**src/rtl/dma_pkg.sv**
```systemverilog
// Shared types and helpers for the descriptor-driven DMA engine.
// Holds the FSM encoding, the IO window bounds and the tail-strobe helper.
package dma_pkg;

  typedef enum logic [1:0] {
    IDLE = 2'd0,
    RD   = 2'd1,
    WR   = 2'd2,
    DONE = 2'd3
  } state_e;

  localparam logic [31:0] IO_BASE  = 32'h0004_0000;
  localparam logic [31:0] IO_LIMIT = 32'h0004_7FFF;

  // Byte lanes for the final word of a transfer whose length is not word-aligned.
  function automatic logic [3:0] last_strb(input logic [1:0] len_lo);
    case (len_lo)
      2'd1:    last_strb = 4'h1;
      2'd2:    last_strb = 4'h3;
      2'd3:    last_strb = 4'h7;
      default: last_strb = 4'hF;
    endcase
  endfunction

  function automatic logic in_io_window(input logic [31:0] addr);
    in_io_window = (addr >= IO_BASE) && (addr <= IO_LIMIT);
  endfunction

endpackage

```
**src/rtl/dma_addr_ctr.sv**
```systemverilog
// Word address register: loads word-aligned on accept, steps by 4 unless pinned.
// Latency: new value visible the cycle after load/inc; no backpressure of its own.
module dma_addr_ctr #(
  parameter int ADDR_W = 32
) (
  input  logic              clk,
  input  logic              rst_n,
  input  logic              load_i,
  input  logic [ADDR_W-1:0] addr_i,
  input  logic              fixed_i,
  input  logic              inc_i,
  output logic [ADDR_W-1:0] addr_o
);

  logic [ADDR_W-1:0] addr_q, addr_d;
  logic              fixed_q, fixed_d;

  always_comb begin
    addr_d  = addr_q;
    fixed_d = fixed_q;
    if (load_i) begin
      addr_d  = addr_i & ~ADDR_W'(3);
      fixed_d = fixed_i;
    end else if (inc_i && !fixed_q) begin
      addr_d = addr_q + ADDR_W'(4);
    end
  end

  always_ff @(posedge clk or negedge rst_n) begin
    if (!rst_n) begin
      addr_q  <= '0;
      fixed_q <= 1'b0;
    end else begin
      addr_q  <= addr_d;
      fixed_q <= fixed_d;
    end
  end

  assign addr_o = addr_q;

endmodule

```
**src/rtl/dma_engine.sv**
```systemverilog
// Word-by-word DMA mover (read then write per word); macro DMA_IO_FIXED_ADDR_EN pins IO-window sides.
// Latency: accept->rd_req 1 cycle, ack->next req 1 cycle; requests hold until their ack arrives.
module dma_engine
  import dma_pkg::*;
#(
  parameter int ADDR_W = 32,
  parameter int DATA_W = 32,
  parameter int LEN_W  = 6
) (
  input  logic              clk,
  input  logic              rst_n,
  input  logic              dma_en,
  input  logic [ADDR_W-1:0] read_addr,
  input  logic [ADDR_W-1:0] write_addr,
  input  logic [31:0]       byte_length,
  output logic              dma_busy,
  output logic              dma_done,
  output logic              rd_req,
  output logic [ADDR_W-1:0] rd_addr,
  input  logic              rd_ack,
  input  logic [DATA_W-1:0] rd_data,
  output logic              wr_req,
  output logic [ADDR_W-1:0] wr_addr,
  output logic [DATA_W-1:0] wr_data,
  output logic [3:0]        wr_strb,
  input  logic              wr_ack
);

  state_e            state_q, state_d;
  logic [LEN_W-1:0]  len_q, len_d;
  logic [LEN_W:0]    words_q, words_d;
  logic [DATA_W-1:0] data_q, data_d;
  logic              load, inc;
  logic              src_fixed, dst_fixed;
  logic [LEN_W:0]    words_init;
  logic              unused_len_hi;

  assign unused_len_hi = ^byte_length[31:LEN_W];
  assign words_init    = ({1'b0, byte_length[LEN_W-1:0]} + (LEN_W+1)'(3)) >> 2;

`ifdef DMA_IO_FIXED_ADDR_EN
  assign src_fixed = in_io_window(32'(read_addr & ~ADDR_W'(3)));
  assign dst_fixed = in_io_window(32'(write_addr & ~ADDR_W'(3)));
`else
  assign src_fixed = 1'b0;
  assign dst_fixed = 1'b0;
`endif

  dma_addr_ctr #(.ADDR_W(ADDR_W)) u_src_ctr (
    .clk(clk), .rst_n(rst_n), .load_i(load), .addr_i(read_addr),
    .fixed_i(src_fixed), .inc_i(inc), .addr_o(rd_addr)
  );

  dma_addr_ctr #(.ADDR_W(ADDR_W)) u_dst_ctr (
    .clk(clk), .rst_n(rst_n), .load_i(load), .addr_i(write_addr),
    .fixed_i(dst_fixed), .inc_i(inc), .addr_o(wr_addr)
  );

  always_comb begin
    state_d  = state_q;
    len_d    = len_q;
    words_d  = words_q;
    data_d   = data_q;
    load     = 1'b0;
    inc      = 1'b0;
    rd_req   = 1'b0;
    wr_req   = 1'b0;
    wr_strb  = 4'h0;
    dma_done = 1'b0;
    dma_busy = 1'b1;
    case (state_q)
      IDLE: begin
        dma_busy = 1'b0;
        if (dma_en) begin
          load    = 1'b1;
          len_d   = byte_length[LEN_W-1:0];
          words_d = words_init;
          state_d = (words_init == '0) ? DONE : RD;
        end
      end
      RD: begin
        rd_req = 1'b1;
        if (rd_ack) begin
          data_d  = rd_data;
          state_d = WR;
        end
      end
      WR: begin
        wr_req  = 1'b1;
        wr_strb = (words_q == (LEN_W+1)'(1)) ? last_strb(len_q[1:0]) : 4'hF;
        if (wr_ack) begin
          inc     = 1'b1;
          words_d = words_q - (LEN_W+1)'(1);
          state_d = (words_q == (LEN_W+1)'(1)) ? DONE : RD;
        end
      end
      default: begin
        dma_done = 1'b1;
        state_d  = IDLE;
      end
    endcase
  end

  always_ff @(posedge clk or negedge rst_n) begin
    if (!rst_n) begin
      state_q <= IDLE;
      len_q   <= '0;
      words_q <= '0;
      data_q  <= '0;
    end else begin
      state_q <= state_d;
      len_q   <= len_d;
      words_q <= words_d;
      data_q  <= data_d;
    end
  end

  assign wr_data = data_q;

endmodule

```
**config.mk**
```make
export PLATFORM = sky130hd
export DESIGN_NAME = dma_engine
export DESIGN_NICKNAME = d
export VERILOG_FILES = /design/src/rtl/dma_pkg.sv /design/src/rtl/dma_addr_ctr.sv /design/src/rtl/dma_engine.sv
export SDC_FILE = /design/constraint.sdc
export NUM_CORES = 1
export LEC_CHECK = 0
export ABC_CLOCK_PERIOD_IN_PS = 2400
export CORE_MARGIN = 5
export CORE_UTILIZATION = 43
export CTS_CLUSTER_SIZE = 14
export DETAILED_ROUTE_END_ITERATION = 8
export PLACE_DENSITY = 0.79
export RECOVER_POWER = 25
export SLEW_MARGIN = 5
export SYNTH_ARGS = -nofsm -noshare
export SYNTH_HDL_FRONTEND = slang
export SYNTH_SLANG_ARGS = --single-unit
```
**constraint.sdc**
```tcl
create_clock -name clk -period 2.4 [get_ports clk]
set_clock_uncertainty 0.15 [all_clocks]
set_input_delay 0.36 -clock clk [delete_from_list [all_inputs] [get_ports clk]]
set_output_delay 0.36 -clock clk [all_outputs]
set_load 0.03 [all_outputs]
```
==> metrics.md, run 1 <==
| Metric | Value |
|---|---|
| Outcome | finished clean |
| CTS root buffer | clkbuf_16 |
| Die span in y | 124 um |
| Max_slew headroom | 49.2% |
| Hold Vio Cnt, Final | 0 |
| Final Core Density | 66.2% |
| Largest net degree at the start of global routing | 56 |
| #FFs+latches synth | 103 |
| CP Launch Point | state_q[1] |
| Critical-path top delay cell | clkdlybuf4s50_1 |
| Tcrit/Tclk final | 96.7% |
| Async SR Flop Fraction | 100% |
| Placed Area | 8010 um2 |
| # DRC | 0 |
| # rows | 41 |
| WL final | 17700 um |
| Die footprint | 15300 um2 |
| Die width | 124 um |
| Pins Over Slew Limit | 0 |
| Crit-path max cell delay | 620 ps |
| CTS clock-pin slew for the worst setup and hold paths | 70 ps |
| RSZ-0062 raised after global routing | no |
| Critical path arrival | 1810 ps |
| First-pass GRT wire length | 28100 um |
| Number of synthesized flops with an enable pin | 0 |
| Final hold slack | 313 ps |
| Gr ovfl total | 0 |
| Num CTS Buffers | 9 |
| Synth unique cells | 60 |
| LEAKAGE | 3.33 nW |
| Synth Instances | 577 |
| Nets | 941 |
| Vias in the first global route | 5577 |
| Clock Tree Buf Depth | 2 |
| Main synth FF type | dfrtp_1 |
| Worst Hold Class | in2async |
| Port buffer count | 202 |
| Starting Density | 44.0% |
| Reg2reg start | state_q[0] |
| DP Wirelength | 13300 um |
| Mapped Area | 5550 um2 |
| Pwr/cell area | 1380 nW/um2 |
| Critical path startpoint category | flip-flop |
| Dpl ws | -277 ps |
| Sequential area share after synthesis | 46.4% |
| Final worst slack | 79.5 ps |
| Area added between synthesis and finish | 50.5% |
| Max-Cap Viols | 0 |
| Peak VDD IR | 768 uV |
| Worst setup EP type | primary output |
| Worst-path fanout max | 11 |
| DR vias | 5590 |
| Final Critical Period | 2320 ps |
| Worst Setup Path Type | reg2out |
| Endpoints failing setup | 0 |
| Fill cells | 1011 |
| CTS tree | built |
| Layout cells sized above 1 | 13.5% |
| Placer Congestion | 0.872 |
| H-tree depth | 3 |
| Antenna violations before repair | 0 |
| Final setup TNS | 0 ps |
| Clock Sinks | 103 |
| Post-route design area | 8350 um2 |
| Drt wl/cell | 18.1 um |
| TritonRoute pass-1 iters | 7 |
| Post-DRT Antenna Nets | 0 |
| Critical Path, Cell by Cell | buf_4 -> or2_2 -> clkdlybuf4s50_1 |
| Avg Inst Size Synth | 9.62 um2 |
| Worst EP required | 1890 ps |
| Reg2reg path depth | 5 |
| DRT iter0 DRCs | 493 |
| Clk_lat worst skew | 350 ps |
| I/O pins | 237 |
| Synth warn | 0 |
| GRT Util Overall | 23.1% |
| Max Fclk | 431 MHz |
| Ant diodes | 0 |
| CORE AREA | 12600 um2 |
| Slew @ Worst Pin | 763 ps |
| Vias/cell | 5.71 |
==> power by group <==
group | internal, W | switching [W] | leakage [nW] | total [W]
Clock | 0.00103 | 0.000679 | 0.168 | 0.00171
Combinational | 0.00275 | 0.00359 | 1.95 | 0.00634
Sequential | 0.00258 | 0.000927 | 1.21 | 0.00351
==> layout make-up <==
type / instances / area [um2] / share of cell area (%)
inverter: 14 / 52.6 / 0.629
sequential: 103 / 2580 / 30.9
timing repair buffer: 249 / 2380 / 28.5
clock inverter: 6 / 116 / 1.39
tap: 172 / 215 / 2.58
clock buffer: 10 / 229 / 2.74
multi-input combinational: 425 / 2780 / 33.3
==> cells in the mapped netlist (all sizes together) (2+ instances only) <==
master	n	share of area (%)
a21oi	10	0.90
o211ai	6	0.81
buf	15	1.6
nor3	9	0.81
a211oi	2	0.27
nand3	29	2.8
o311ai	7	1.1
a31oi	26	2.9
or3	13	1.5
clkbuf	23	1.6
a221o	2	0.36
o31ai	15	2.0
dfrtp	103	46
a2bb2oi	2	0.32
nand4	22	2.6
mux2i	2	0.36
and2	7	0.79
nor4	10	1.1
nand2b	2	0.23
o21ai	40	3.6
xnor2	7	1.1
and3b	2	0.32
a22oi	4	0.54
and3	6	0.68
and4	7	1.1
inv	14	0.95
mux2	33	6.7
ha	6	1.4
nor2	42	2.8
or3b	2	0.32
nand3b	4	0.54
a211o	2	0.32
nand2	52	3.5
nand4bb	2	0.41
xor2	10	1.6
or4	24	3.4
==> path summary, 6_finish.rpt <==
path | end | slack [ps]
setup / recovery | dma_busy | 80
hold / removal | u_src_ctr.addr_o[21] | 310
setup reg to reg | u_src_ctr.addr_o[20] | 150
hold reg to reg | wr_data[6] | 360
max in group asynchronous | wr_data[14] | 660
min in group clk | wr_data[6] | 360
==> sequential cells by signal, summed over array words and instances, names as in the netlist <==
name / count
u_src_ctr.addr_o: 30
len_q: 2
state_q: 2
wr_data: 32
words_q: 7
u_dst_ctr.addr_o: 30
==> worst max-delay path, delay by kind of cell, from the launching register on <==
family	cells	cell delay, ps
buffers and inverters	2	790
and+or+nand+nor	1	290
DFF	1	370
==> layout by cell type, fill, tap and decap left out, types with 3 or more instances in the layout <==
master and n:
and2_1 7, a22oi_1 4, o31ai_1 15, nand4_1 21, clkbuf_16 9, a21oi_1 10, and3_1 6, or3_1 12
o211ai_1 6, conb_1 4, nand3_1 28, xnor2_1 7, a31oi_1 26, o311ai_0 7, and4_1 7, xor2_1 10
o21ai_0 39, clkbuf_2 3, mux2_2 33, clkdlybuf4s50_1 196, nor3_1 9, nor2_1 42, bufinv_16 3, dfrtp_1 103
nand3b_1 4, ha_1 6, nor4_1 9, or4_1 22, inv_1 14, buf_4 44, nand2_1 52
==> per-layer routing <==
metal	global-route usage [%]	wire length, um
met5	0	0
met4	6.57	229
met3	8.63	1910
met2	38.1	8420
met1	28.2	7110
==> through the flow <==
step,total power [W],std cells
finish,0.0116,979
detailed placement,0.00987,962
global placement,0.00966,962
global route,0.0123,979
CTS,0.0116,979
floorplan,0.00697,580
==> cells by family (layout without fill, tap and decap cells) <==
| group | after synthesis | count (layout) | synth area share (%) |
|---|---|---|---|
| simple gates | 238 | 238 | 23.7 |
| mux | 35 | 35 | 7.05 |
| xor+xnor | 17 | 17 | 2.68 |
| compound gates | 125 | 125 | 14.7 |
| flops | 103 | 103 | 46.4 |
| other cells | 1 | 4 | 0.0675 |
| buf+inv | 52 | 279 | 4.06 |
| fa+ha+maj | 6 | 6 | 1.35 |
==> repair_timing <==
action | in CTS | in global routing
gates resized for setup | 6 | 7
hold buffers | 1 | 0
endpoints found under the setup margin | 5 | 3
hold endpoints to repair | 25 | 0
setup buffers | 0 | 0
(Power assumes the default switching activity.)
==> run 2, diff against run 1 <==
--- a/config.mk
+++ b/config.mk
@@ -8,7 +8,6 @@
 export ABC_CLOCK_PERIOD_IN_PS = 2400
 export CORE_MARGIN = 5
 export CORE_UTILIZATION = 43
-export CTS_CLUSTER_SIZE = 14
 export DETAILED_ROUTE_END_ITERATION = 8
 export PLACE_DENSITY = 0.79
 export RECOVER_POWER = 25
==> results of run 2 <==
Final layout, timing and power as in run 1 (identical DEF).
==> run 3, diff against run 2 <==
--- a/config.mk
+++ b/config.mk
@@ -5,7 +5,6 @@
 export SDC_FILE = /design/constraint.sdc
 export NUM_CORES = 1
 export LEC_CHECK = 0
-export ABC_CLOCK_PERIOD_IN_PS = 2400
 export CORE_MARGIN = 5
 export CORE_UTILIZATION = 43
 export DETAILED_ROUTE_END_ITERATION = 8
==> results of run 3 <==
Final layout, timing and power as in run 1 (identical DEF).
